[config.mk]
export PLATFORM = sky130hd
export DESIGN_NAME = avr_prefetch
export DESIGN_NICKNAME = d
export VERILOG_FILES = /design/src/rtl/avr_pkg.sv /design/src/rtl/avr_prefetch_fifo.sv /design/src/rtl/avr_prefetch.sv
export SDC_FILE = /design/constraint.sdc
export NUM_CORES = 1
export LEC_CHECK = 0
export ABC_AREA = 1
export CORE_ASPECT_RATIO = 1.5
export CORE_UTILIZATION = 40
export CTS_BUF_LIST = sky130_fd_sc_hd__clkbuf_4
export CTS_CLUSTER_DIAMETER = 80
export DETAILED_ROUTE_END_ITERATION = 16
export DONT_BUFFER_PORTS = 1
export GPL_ROUTABILITY_DRIVEN = 0
export PLACE_DENSITY = 0.52
export SETUP_SLACK_MARGIN = 0.05
export SYNTH_ARGS = -nofsm -noshare
export SYNTH_HDL_FRONTEND = slang
export SYNTH_HIERARCHICAL = 1
export SYNTH_SLANG_ARGS = --single-unit
[constraint.sdc]
create_clock -name CLK -period 3.4 [get_ports CLK]
set_input_delay 0.34 -clock CLK [delete_from_list [all_inputs] [get_ports CLK]]
set_output_delay 0.34 -clock CLK [all_outputs]
set_load 0.02 [all_outputs]
[src/rtl/avr_pkg.sv]
// avr_pkg: shared constants for the AVR fetch path.
//   - 32-bit opcode mask/match pairs (JMP/CALL, LDS, STS) and a decode helper
//   - fetch FSM state encodings (S_BOOT, S_RUN, S_KILL)
//   - NOP encoding
//   - legacy pc_src encodings, kept so older avr_cpu code still compiles
package avr_pkg;

  localparam logic [15:0] NOP = 16'h0000;

  localparam logic [15:0] JMPCALL_MASK  = 16'hFE0C;
  localparam logic [15:0] JMPCALL_MATCH = 16'h940C;
  localparam logic [15:0] LDS_MASK      = 16'hFE0F;
  localparam logic [15:0] LDS_MATCH     = 16'h9000;
  localparam logic [15:0] STS_MASK      = 16'hFE0F;
  localparam logic [15:0] STS_MATCH     = 16'h9200;

  typedef logic [1:0] fetch_state_t;
  localparam fetch_state_t S_BOOT = 2'd0;
  localparam fetch_state_t S_RUN  = 2'd1;
  localparam fetch_state_t S_KILL = 2'd2;

  localparam logic [1:0] PC_SRC_INC   = 2'd0;
  localparam logic [1:0] PC_SRC_ABS   = 2'd1;
  localparam logic [1:0] PC_SRC_REL   = 2'd2;
  localparam logic [1:0] PC_SRC_STACK = 2'd3;

  // True when the word is the first half of a two-word instruction.
  function automatic logic is_long_op(input logic [15:0] w);
    return ((w & JMPCALL_MASK) == JMPCALL_MATCH) ||
           ((w & LDS_MASK)     == LDS_MATCH)     ||
           ((w & STS_MASK)     == STS_MATCH);
  endfunction

endpackage

[src/rtl/avr_prefetch_fifo.sv]
// avr_prefetch_fifo: DEPTH-entry register queue of {pc, word}.
// Ports: CLK/RST (sync, active high), flush clears the queue, push writes
// {push_pc, push_word} at the tail, pop_n removes 0..2 entries from the head,
// count is the occupancy, head_pc/head_word read the head and next_word reads
// head+1. Flush wins over push/pop.
module avr_prefetch_fifo #(
  parameter  int ADDR_W = 16,
  parameter  int DEPTH  = 4,
  localparam int PTR_W  = $clog2(DEPTH),
  localparam int CNT_W  = $clog2(DEPTH + 1)
) (
  input  logic              CLK,
  input  logic              RST,
  input  logic              flush,
  input  logic              push,
  input  logic [ADDR_W-1:0] push_pc,
  input  logic [15:0]       push_word,
  input  logic [1:0]        pop_n,
  output logic [CNT_W-1:0]  count,
  output logic [ADDR_W-1:0] head_pc,
  output logic [15:0]       head_word,
  output logic [15:0]       next_word
);

  logic [ADDR_W-1:0] pc_q   [DEPTH];
  logic [ADDR_W-1:0] pc_d   [DEPTH];
  logic [15:0]       word_q [DEPTH];
  logic [15:0]       word_d [DEPTH];
  logic [PTR_W-1:0]  rd_ptr_q, rd_ptr_d, wr_ptr_q, wr_ptr_d, nxt_ptr;
  logic [CNT_W-1:0]  count_q, count_d;

  always_comb begin
    pc_d     = pc_q;
    word_d   = word_q;
    rd_ptr_d = rd_ptr_q;
    wr_ptr_d = wr_ptr_q;
    count_d  = count_q;
    if (flush) begin
      rd_ptr_d = '0;
      wr_ptr_d = '0;
      count_d  = '0;
    end else begin
      if (push) begin
        pc_d[wr_ptr_q]   = push_pc;
        word_d[wr_ptr_q] = push_word;
        wr_ptr_d         = wr_ptr_q + PTR_W'(1);
      end
      // Pointers are log2(DEPTH) wide, so the truncated add wraps naturally.
      rd_ptr_d = rd_ptr_q + PTR_W'(pop_n);
      count_d  = count_q + CNT_W'(push) - CNT_W'(pop_n);
    end
  end

  always_ff @(posedge CLK) begin
    if (RST) begin
      rd_ptr_q <= '0;
      wr_ptr_q <= '0;
      count_q  <= '0;
    end else begin
      rd_ptr_q <= rd_ptr_d;
      wr_ptr_q <= wr_ptr_d;
      count_q  <= count_d;
    end
  end

  // Payload needs no reset: it is only observed once count covers it.
  always_ff @(posedge CLK) begin
    pc_q   <= pc_d;
    word_q <= word_d;
  end

  assign nxt_ptr   = rd_ptr_q + PTR_W'(1);
  assign count     = count_q;
  assign head_pc   = pc_q[rd_ptr_q];
  assign head_word = word_q[rd_ptr_q];
  assign next_word = word_q[nxt_ptr];

endmodule

[src/rtl/avr_prefetch.sv]
// avr_prefetch: prefetch queue between program ROM and avr_cpu.
// Ports: CLK, RST (sync, active high); prog_req/prog_addr/prog_data to a
// synchronous ROM (data one cycle after req); instr/instr_ext/instr_long/
// instr_pc/instr_valid/instr_ready head handshake to the CPU; redirect and
// redirect_pc flush the queue and restart fetch at an absolute target.
// Optional: define AVR_PREFETCH_LONG_INSTR_EN to present JMP/CALL/LDS/STS as
// one 32-bit transfer (instr_long/instr_ext); otherwise every word pops singly.
module avr_prefetch
  import avr_pkg::*;
#(
  parameter int                ADDR_W    = 16,
  parameter int                DEPTH     = 4,
  parameter logic [ADDR_W-1:0] RESET_VEC = '0
) (
  input  logic              CLK,
  input  logic              RST,
  output logic              prog_req,
  output logic [ADDR_W-1:0] prog_addr,
  input  logic [15:0]       prog_data,
  output logic [15:0]       instr,
  output logic [15:0]       instr_ext,
  output logic              instr_long,
  output logic [ADDR_W-1:0] instr_pc,
  output logic              instr_valid,
  input  logic              instr_ready,
  input  logic              redirect,
  input  logic [ADDR_W-1:0] redirect_pc
);

  localparam int CNT_W = $clog2(DEPTH + 1);

`ifdef AVR_PREFETCH_LONG_INSTR_EN
  if (DEPTH < 2) begin : g_depth_chk
    $error("avr_prefetch: DEPTH must be >= 2 for long-instruction decode");
  end
`endif

  fetch_state_t      state_q, state_d;
  logic [ADDR_W-1:0] fetch_pc_q, fetch_pc_d;
  logic              inflight_q, inflight_d;

  logic [CNT_W-1:0]  count;
  logic [ADDR_W-1:0] head_pc;
  logic [15:0]       head_word, next_word;
  logic              is_long, push;
  logic [1:0]        pop_n;

  always_comb begin
`ifdef AVR_PREFETCH_LONG_INSTR_EN
    is_long = is_long_op(head_word);
`else
    is_long = 1'b0;
`endif
    // A long head waits until its second word is queued too.
    instr_valid = !RST && (is_long ? (int'(count) >= 2) : (int'(count) >= 1));
    instr       = instr_valid ? head_word : NOP;
    instr_pc    = instr_valid ? head_pc : '0;
    instr_long  = instr_valid && is_long;
    instr_ext   = instr_long ? next_word : 16'h0000;
    pop_n       = (instr_valid && instr_ready) ? (is_long ? 2'd2 : 2'd1) : 2'd0;

    // Credit counts the in-flight word so the queue can never overflow.
    prog_req  = !RST && (state_q != S_BOOT) &&
                ((int'(count) + int'(inflight_q) - int'(pop_n)) < DEPTH);
    prog_addr = fetch_pc_q;

    // In S_KILL the returning word belongs to the pre-redirect stream.
    push = inflight_q && (state_q == S_RUN) && !redirect;

    inflight_d = prog_req;
    fetch_pc_d = prog_req ? fetch_pc_q + ADDR_W'(1) : fetch_pc_q;
    state_d    = S_RUN;
    if (redirect) begin
      fetch_pc_d = redirect_pc;
      state_d    = S_KILL;
    end
  end

  always_ff @(posedge CLK) begin
    if (RST) begin
      state_q    <= S_BOOT;
      fetch_pc_q <= RESET_VEC;
      inflight_q <= 1'b0;
    end else begin
      state_q    <= state_d;
      fetch_pc_q <= fetch_pc_d;
      inflight_q <= inflight_d;
    end
  end

  avr_prefetch_fifo #(
    .ADDR_W (ADDR_W),
    .DEPTH  (DEPTH)
  ) u_fifo (
    .CLK       (CLK),
    .RST       (RST),
    .flush     (redirect),
    .push      (push),
    .push_pc   (fetch_pc_q - ADDR_W'(1)),
    .push_word (prog_data),
    .pop_n     (pop_n),
    .count     (count),
    .head_pc   (head_pc),
    .head_word (head_word),
    .next_word (next_word)
  );

endmodule

# --- Yosys cells after proc, flatten, opt, wreduce, memory -nomap -nowiden ---
# Index checks and enable logic that the tools add are counted.
classes:
  n_addsub: 8
  magnitude_cmp: 5
  n_eq_ne: 1
  n_mux: 16
  bitwise_logic: 3
  n_reduce_logical: 13
ops:
  columns: ["operator", "n"]
  rows:
  - ["2-to-1 mux 16 bit", 9]
  - ["bitwise mux 64 bit", 2]
  - ["binary-select mux 16 bit (select 2 bit)", 2]
  - ["demux 16 bit (select 2 bit)", 1]
  - ["adder 16 x 1 -> 16 bit (second input constant)", 1]
  - ["subtractor 16 x 1 -> 16 bit (second input constant)", 1]
  - ["logical AND 1 bit", 7]
  - ["greater-or-equal comparator 3 bit (second input constant)", 2]
  - ["inverter 2 -> 3 bit", 2]
  - ["< comparator 5 x 4 -> 1 bit (second input constant)", 1]
  - ["subtractor 4 x 1 -> 5 bit", 1]
  - ["adder 3 x 1 -> 4 bit", 1]
  - ["nonzero test 2 bit", 2]
  - ["adder 3 x 1 -> 3 bit", 1]
  - ["greater-or-equal comparator 3 x 1 -> 1 bit (second input constant)", 1]
  - ["< comparator 3 x 1 -> 1 bit (second input constant)", 1]
  - ["subtractor 3 x 1 -> 3 bit", 1]
  - ["adder 2 x 1 -> 2 bit", 1]
  - ["adder 2 x 1 -> 2 bit (second input constant)", 1]
  - ["== test 2 x 1 -> 1 bit (second input constant)", 1]
  - ["logical NOT 1 bit", 2]
  - ["2-to-1 mux 2 bit", 1]
  - ["AND reduction 2 bit", 1]
  - ["OR reduction 2 bit", 1]
  - ["2 further kinds", 2]
word_totals:
  ff_bits: 154

# --- Logic depth before layout (Yosys ltp) ---
# Gate-level depths: netlist of the first run.
depth:
  ltp_word: 9
  depth_mapped: 21

# --- Hierarchy ---
# The synthesis of the first run kept the hierarchy.
modules_own_cells:
  columns: ["module", "n_inst", "cells_each", "area_each_um2", "seq_area_each_um2"]
  rows:
  - ["avr_prefetch_fifo", 1, 525, 5783.0, 3983.8]
  - ["avr_prefetch", 1, 371, 2052.0, 380.4]

# --- Worst setup path before layout of the first run ---
# OpenSTA, ideal clock, no wires.
synth_timing:
  path_kind: "reg-to-output"
  startpoint: "register u_fifo.count_q[2], in the netlist u_fifo/count[2]"
  endpoint: "output prog_req"
  arrival_ns: 2.901
  t_required_ns: 3.060
  path_slack_ns: 0.159
  stages_incl_launch_ff: 20
  n_path_buf: 2
  cell_sequence: "dfxtp_1 > inv_1 > ha_1 > a21oi_1 > inv_1 > buf_1 > nor2_1 > ha_1 > inv_1 > ha_1 > inv_1 > nor2_1 > nand2_1 > nand2_1 > nand2_1 > nand3_1 > nand2_1 > nand2_2 > buf_2 > inv_1"
synth_between:
  elab_chain_len: 7
synth_lines:
  columns: ["item", "line_no", "source"]
  rows:
  - ["start, declared", "avr_prefetch_fifo.sv:30", "logic [CNT_W-1:0] count_q, count_d;"]
  - ["start signal, assigned", "avr_prefetch_fifo.sv:62", "count_q <= count_d;"]
  - ["greater-or-equal comparator 3 x 1 -> 1 bit", "avr_prefetch.sv:55", "instr_valid = !RST && (is_long ? (int'(count) >= 2) : (int'(count) >= 1));"]
  - ["logical AND 1 bit", "avr_prefetch.sv:55", null]
  - ["net instr_valid", "avr_prefetch.sv:24", "output logic instr_valid,"]
  - ["logical AND 1 bit", "avr_prefetch.sv:60", "pop_n = (instr_valid && instr_ready) ? (is_long ? 2'd2 : 2'd1) : 2'd0;"]
  - ["2-to-1 mux 1 bit", "avr_prefetch.sv:60", null]
  - ["net pop_n[0]", "avr_prefetch.sv:46", "logic [1:0] pop_n;"]
  - ["subtractor 4 x 1 -> 5 bit", "avr_prefetch.sv:64", "((int'(count) + int'(inflight_q) - int'(pop_n)) < DEPTH);"]
  - ["< comparator 5 x 4 -> 1 bit", "avr_prefetch.sv:64", null]
  - ["logical AND 1 bit", "avr_prefetch.sv:63", "prog_req = !RST && (state_q != S_BOOT) &&"]
  - ["end, declared", "avr_prefetch.sv:17", "output logic prog_req,"]
# The timed path passes the listed nets, and every way through them passes these cells.

# --- Worst setup path in the final report of the first run ---
layout_timing:
  startpoint: "register u_fifo.count_q[2], in the netlist u_fifo/count[2]"
  endpoint: "output prog_req"
layout_between:
  elab_chain_len: 7
layout_lines:
  columns: ["item", "line_no"]
  rows:
  - ["greater-or-equal comparator 3 x 1 -> 1 bit", "avr_prefetch.sv:55"]
  - ["logical AND 1 bit", "avr_prefetch.sv:55"]
  - ["logical AND 1 bit", "avr_prefetch.sv:60"]
  - ["2-to-1 mux 1 bit", "avr_prefetch.sv:60"]
  - ["net pop_n[0]", "avr_prefetch.sv:46"]
  - ["subtractor 4 x 1 -> 5 bit", "avr_prefetch.sv:64"]
  - ["< comparator 5 x 4 -> 1 bit", "avr_prefetch.sv:64"]
  - ["logical AND 1 bit", "avr_prefetch.sv:63"]
# The timed path passes the listed nets, and every way through them passes these cells.

==> results of run 1 <==
-- stage by stage --
step                cell area (um2)  power (W)  instances
finish                         8230    0.00375       1059
global route                   8230    0.00393       1059
floorplan                      7420    0.00251        811
global placement               7530    0.00257        987
CTS                            8200    0.00379       1056
detailed placement             7530    0.00258        987
-- metal layers --
layer,track usage (%),up-vias,part of all wire [%]
met4,5.45,0,1.0
met5,0,-,0
met1,20.0,2535,42
met2,33.3,144,53
li1,-,2635,-
met3,4.90,16,4.7
-- power by group through the flow --
stage / registers (W) / clock network (W) / logic [W]
floorplan: 0.00218 / 0 / 0.000329
global route: 0.00216 / 0.00128 / 0.000493
detailed placement: 0.00220 / 0 / 0.000384
finish: 0.00215 / 0.00116 / 0.000437
CTS: 0.00215 / 0.00120 / 0.000436
global placement: 0.00220 / 0 / 0.000369
-- critical path, stage by stage (launching register included) --
cell and delay, ns:
dfxtp_2 0.38, inv_1 0.10, ha_1 0.22, a21oi_2 0.14
inv_1 0.09, nor2_4 0.12, ha_1 0.16, inv_1 0.04
ha_1 0.30, inv_1 0.10, nor2_2 0.04, nand2_1 0.08
nand2_1 0.07, nand2_1 0.07, nand3_1 0.07, nand2_1 0.11
nand2_4 0.06, inv_2 0.10
-- area by class of cell --
cell class                 count  area share [%]
antenna                        1          0.0304
clock buffer                  18            1.64
clock inverter                14            1.98
inverter                     104            4.74
multi-input combinational    496            29.1
sequential                   154            53.1
tap                          217            3.30
timing repair buffer          55            6.11
-- flip-flops by register name, summed over array words and instances (netlist names) --
| register | cells |
|---|---|
| u_fifo/rd_ptr_q | 2 |
| u_fifo/count | 3 |
| inflight_q | 1 |
| u_fifo/pc_q | 64 |
| state_q | 2 |
| prog_addr | 16 |
| u_fifo/word_q | 64 |
| u_fifo/wr_ptr_q | 2 |
-- how the worst max path moves through the flow --
stage	start	end	slack, ns
after floorplan	u_fifo/count[2]	prog_req	0.16
final	u_fifo/count[2]	prog_req	0.25
after detailed placement	u_fifo/count[2]	prog_addr[14]	0.29
after global routing	u_fifo/count[2]	prog_req	0.03
after CTS	u_fifo/count[1]	prog_req	0.09
after global placement	u_fifo/count[2]	prog_addr[12]	0.53
-- repair_timing --
item / in CTS / in global routing
hold endpoints to repair: 88 / 0
hold buffers: 36 / 0
endpoints found under the setup margin: 2 / 17
pin swaps: 1 / 1
resized for setup: 4 / 5
setup buffers: 1 / 2
==> run_results.csv, run 1 <==
group,metric,value,unit
cts,cts_buffers,17,
timing,clock.fmax,318,MHz
setup_path,timing.rr.end,"prog_addr[7]",
timing,worst_slew_pin_slew,0.927,ns
min_path,worstHoldPathType,"in2reg",
cts,cts_tree,"built",
setup_path,r2r_slack,0.41,ns
logic_synthesis,synth.avg_cell_area,9.27,um2
grt,grt_pass1_wl,26200,um
placement,dp_slack,0.294,ns
timing,finalSetupViolCount,0,
timing,rsz0062_at_grt,"false",
timing,layout_setup_ws,0.251,ns
cells_and_area,post-route-util,45.9,%
drt,drtIter0Drc,232,
cells_and_area,layout_commonest_cell,"nor2_1",
drt,post_drt_wl_per_cell,15.5,um
power,clkPwrFrac,30.9,%
min_path,whs_endpoint,"prog_addr[0]",
grt,grt_pass1_vias,5287,
timing,fin_tns_setup,0,ns
setup_path,rr_worst_depth,20,
setup_path,arrival,2.81,ns
drt,vias,5330,
grt,grt.total_usage,18.1,%
power,ir_drop,0.222,mV
cells_and_area,multiInputGateArea,2400,um2
flow_run,cap_violations,0,
cells_and_area,nets,880,
die,coreArea,17900,um2
grt,antenna_found_initial,1,
power,powerDensity,455,nW/um2
timing,fin_worst_skew,0.0147,ns
setup_path,cp_max_fo,4,
cts,clk_latency,0.56,ns
min_path,hp-start,"redirect_pc[0]",
die,chipHeight,168,um
logic_synthesis,synth_area,7350,um2
drt,final_antenna_net_count,0,
min_path,hold_depth,4,
cells_and_area,fillers,1738,
setup_path,worstPathRequired,3.06,ns
cts,clk_pin_slew,0.13,ns
setup_path,r2r-start,"u_fifo/count[2]",
die,die-area,18900,um2
cells_and_area,syn2layout_area_growth,12.0,%
cts,cts_buffer_depth,2,
logic_synthesis,ys_warn_count,6,
power,p_sw,0.00104,W
setup_path,critPathKind,"reg2out",
die,io_pins,103,
placement,dp_hpwl,10300,um
power,pwr-share-comb,11.6,%
timing,post-route-period-util,92.6,%
drt,drc,0,
cells_and_area,layout_common_cells,"141 x nor2_1, 128 x edfxtp_1, 106 x nand2_1, 100 x inv_1, 82 x o21ai_0",
timing,period_needed,3.15,ns
grt,grt_overflow,0,
drt,viasPerCell,5.03,
power,internal-power,0.00271,W
cts,clock-sinks,154,
timing,finalHoldViolations,0,
power,pwr-share-seq,57.5,%
cts,cts-root-buf,"clkbuf_4",
setup_path,startpoint_type,"flop",
power,p_leak,3.22,nW
timing,timing.hold.ws,0.0633,ns
run_status,status,"complete, no violations",
power,p_sw_share,27.8,%
cts,h-tree-depth,4,
drt,dr.pass1.iters,7,
timing,finalMaxSlewViolations,0,
placement,portBuffers,0,
setup_path,cp-end-kind,"output port",
timing,max-slew-margin-rel,38.1,%
die,fp.dieW,113,um
die,fp-row-count,60,
die,start_util,41.0,%
drt,drt_wl_total,16400,um
grt,grt_max_degree,52,
cells_and_area,layout-drive-gt1-share,8.92,%
cells_and_area,seqCellArea,4370,um2
logic_synthesis,synthCells,793,
(Power assumes the default switching activity.)
==> run 2: changes to the inputs <==
--- a/config.mk
+++ b/config.mk
@@ -10,6 +10,7 @@
 export CORE_UTILIZATION = 40
 export CTS_BUF_LIST = sky130_fd_sc_hd__clkbuf_4
 export CTS_CLUSTER_DIAMETER = 80
+export CTS_CLUSTER_SIZE = 10
 export DETAILED_ROUTE_END_ITERATION = 16
 export DONT_BUFFER_PORTS = 1
 export GPL_ROUTABILITY_DRIVEN = 0
==> results of run 2 <==
Final layout, timing and power as in run 1 (identical DEF).
==> run 3: changes to the inputs <==
--- a/config.mk
+++ b/config.mk
@@ -13,7 +13,7 @@
 export CTS_CLUSTER_SIZE = 10
 export DETAILED_ROUTE_END_ITERATION = 16
 export DONT_BUFFER_PORTS = 1
-export GPL_ROUTABILITY_DRIVEN = 0
+export MAX_ROUTING_LAYER = met4
 export PLACE_DENSITY = 0.52
 export SETUP_SLACK_MARGIN = 0.05
 export SYNTH_ARGS = -nofsm -noshare
==> run 3 against run 2 <==
- highest routed layer unchanged
- combinational power about the same
- worst setup slack better by 0.023 ns
- wire length down 0.17%
- sequential share of layout area unchanged
- power about the same
- cell area unchanged
- clock power about the same
- hold slack about the same
- core utilization unchanged
- critical endpoint unchanged
- global-route usage up 0.54 points
- critical path type unchanged
- flip-flop and latch count unchanged
- die area unchanged
==> run_results.csv, run 3 (same netlist as run 1, synthesis figures left out) <==
group,metric,value,unit
setup_path,startpoint_type,"flop",
cts,cts_buffer_depth,2,
die,fp.dieW,113,um
timing,rsz0062_at_grt,"false",
timing,finalSetupViolCount,0,
min_path,worstHoldPathType,"in2reg",
setup_path,critPathKind,"reg2out",
drt,vias,5324,
die,io_pins,103,
setup_path,arrival,2.79,ns
die,die-area,18900,um2
cells_and_area,syn2layout_area_growth,12.0,%
die,start_util,41.0,%
cts,cts-root-buf,"clkbuf_4",
power,p_sw_share,27.8,%
grt,grt_pass1_vias,5282,
grt,grt.total_usage,18.6,%
run_status,status,"complete, no violations",
setup_path,worstPathRequired,3.06,ns
cts,cts_tree,"built",
power,p_sw,0.00104,W
grt,antenna_found_initial,1,
die,fp-row-count,60,
flow_run,cap_violations,0,
drt,dr.pass1.iters,6,
setup_path,slowest_stage,"dfxtp_2",
power,pwr-share-comb,11.6,%
setup_path,cp-end-kind,"output port",
cells_and_area,stdcell_area,8230,um2
power,ir_drop,0.221,mV
cells_and_area,fillers,1738,
power,internal-power,0.00271,W
cells_and_area,layout_common_cells,"141 x nor2_1, 128 x edfxtp_1, 106 x nand2_1, 100 x inv_1, 82 x o21ai_0",
cts,clock-sinks,154,
power,powerDensity,455,nW/um2
placement,globalplace.congestion,0.793,
placement,dp_cells,987,
timing,finalHoldViolations,0,
setup_path,r2r_slack,0.44,ns
placement,dp_hpwl,10300,um
timing,fin_worst_skew,0.0143,ns
drt,drc,0,
cells_and_area,final_cells,1059,
timing,worst_slew_pin_slew,0.924,ns
power,p_leak,3.22,nW
timing,max-slew-margin-rel,38.3,%
drt,drt_wl_total,16300,um
grt,grt_max_degree,52,
grt,grt_overflow,0,
cells_and_area,layout-drive-gt1-share,8.92,%
power,clkPwrFrac,30.9,%
cts,clk_latency,0.56,ns
die,coreArea,17900,um2
cells_and_area,nets,880,
cts,cts_buffers,17,
cts,h-tree-depth,4,
timing,post-route-period-util,91.9,%
setup_path,cp_max_fo,4,
timing,clock.fmax,320,MHz
setup_path,path_cells,"inv_1 > ha_1 > a21oi_2 > inv_1 > nor2_4 > ha_1 > inv_1 > ha_1 > inv_1 > nor2_2 > nand2_1 > nand2_1 > nand2_1 > nand3_1 > nand2_1 > nand2_4 > inv_2",
timing,finalMaxSlewViolations,0,
drt,drtIter0Drc,227,
drt,post_drt_wl_per_cell,15.4,um
cells_and_area,post-route-util,45.9,%
die,chipHeight,168,um
timing,fin_tns_setup,0,ns
grt,grt_pass1_wl,26200,um
placement,portBuffers,0,
setup_path,critPathMaxStageDelay,0.39,ns
cells_and_area,layout_commonest_cell,"nor2_1",
placement,placed_area,7530,um2
timing,period_needed,3.13,ns
drt,viasPerCell,5.03,
power,pwr-share-seq,57.5,%
drt,final_antenna_net_count,0,
cts,clk_pin_slew,0.13,ns
[run 3: stage by stage]
stage / total power (W) / hold slack [ns] / worst slack, ns
final: 0.00375 / 0.0637 / 0.275
after global routing: 0.00393 / 0.0258 / 0.0265
after CTS: 0.00379 / 0.00365 / 0.0945
after detailed placement: 0.00258 / 0.413 / 0.294
after global placement: 0.00257 / 0.412 / 0.525
after floorplan: 0.00251 / 0.439 / 0.159
[run 3: power groups by stage]
stage	combinational (W)	sequential [W]	clock, W
floorplan	0.000329	0.00218	0
global placement	0.000369	0.00220	0
detailed placement	0.000384	0.00220	0
CTS	0.000436	0.00215	0.00120
global route	0.000493	0.00216	0.00128
finish	0.000436	0.00215	0.00116
[run 3: what timing repair did]
item	in CTS	in global routing
pin swaps	1	1
hold buffers	36	0
resized for setup	4	5
endpoints found under the hold margin	88	0
endpoints found under the setup margin	2	17
buffers inserted	1	2
[run 3: final timing paths]
path | cells past startpoint | endpoint | startpoint
hold reg to reg | 2 | u_fifo/wr_ptr_q[1] | u_fifo/wr_ptr_q[1]
hold / removal | 4 | prog_addr[0] | redirect_pc[0]
setup reg to reg | 20 | prog_addr[7] | u_fifo/count[2]
setup / recovery | 17 | prog_req | u_fifo/count[2]
[run 3: worst max-delay path, delay by kind of cell, from the launching register on]
kind / cells / cell delay, ns
simple gates: 8 / 0.62
buf+inv: 5 / 0.42
flops: 1 / 0.39
fa+ha+maj: 3 / 0.67
compound gates: 1 / 0.14
[run 3: routing by layer]
metal  part of all wire, %  global-route usage [%]
met1                    42                    20.1
met2                    53                    33.2
met3                   4.6                    4.86
met4                  0.99                    5.45
met5                     0                       -
[run 3: cell type report]
| class | count | area, um2 | share of cell area [%] |
|---|---|---|---|
| flip-flops and latches | 154 | 4370 | 53.1 |
| repair buffers | 55 | 503 | 6.11 |
| clock buffers | 18 | 135 | 1.64 |
| diodes | 1 | 2.50 | 0.0304 |
| multi-input cells | 496 | 2400 | 29.1 |
| inverters | 104 | 390 | 4.74 |
| well taps | 217 | 272 | 3.30 |
| clock inverters | 14 | 163 | 1.98 |
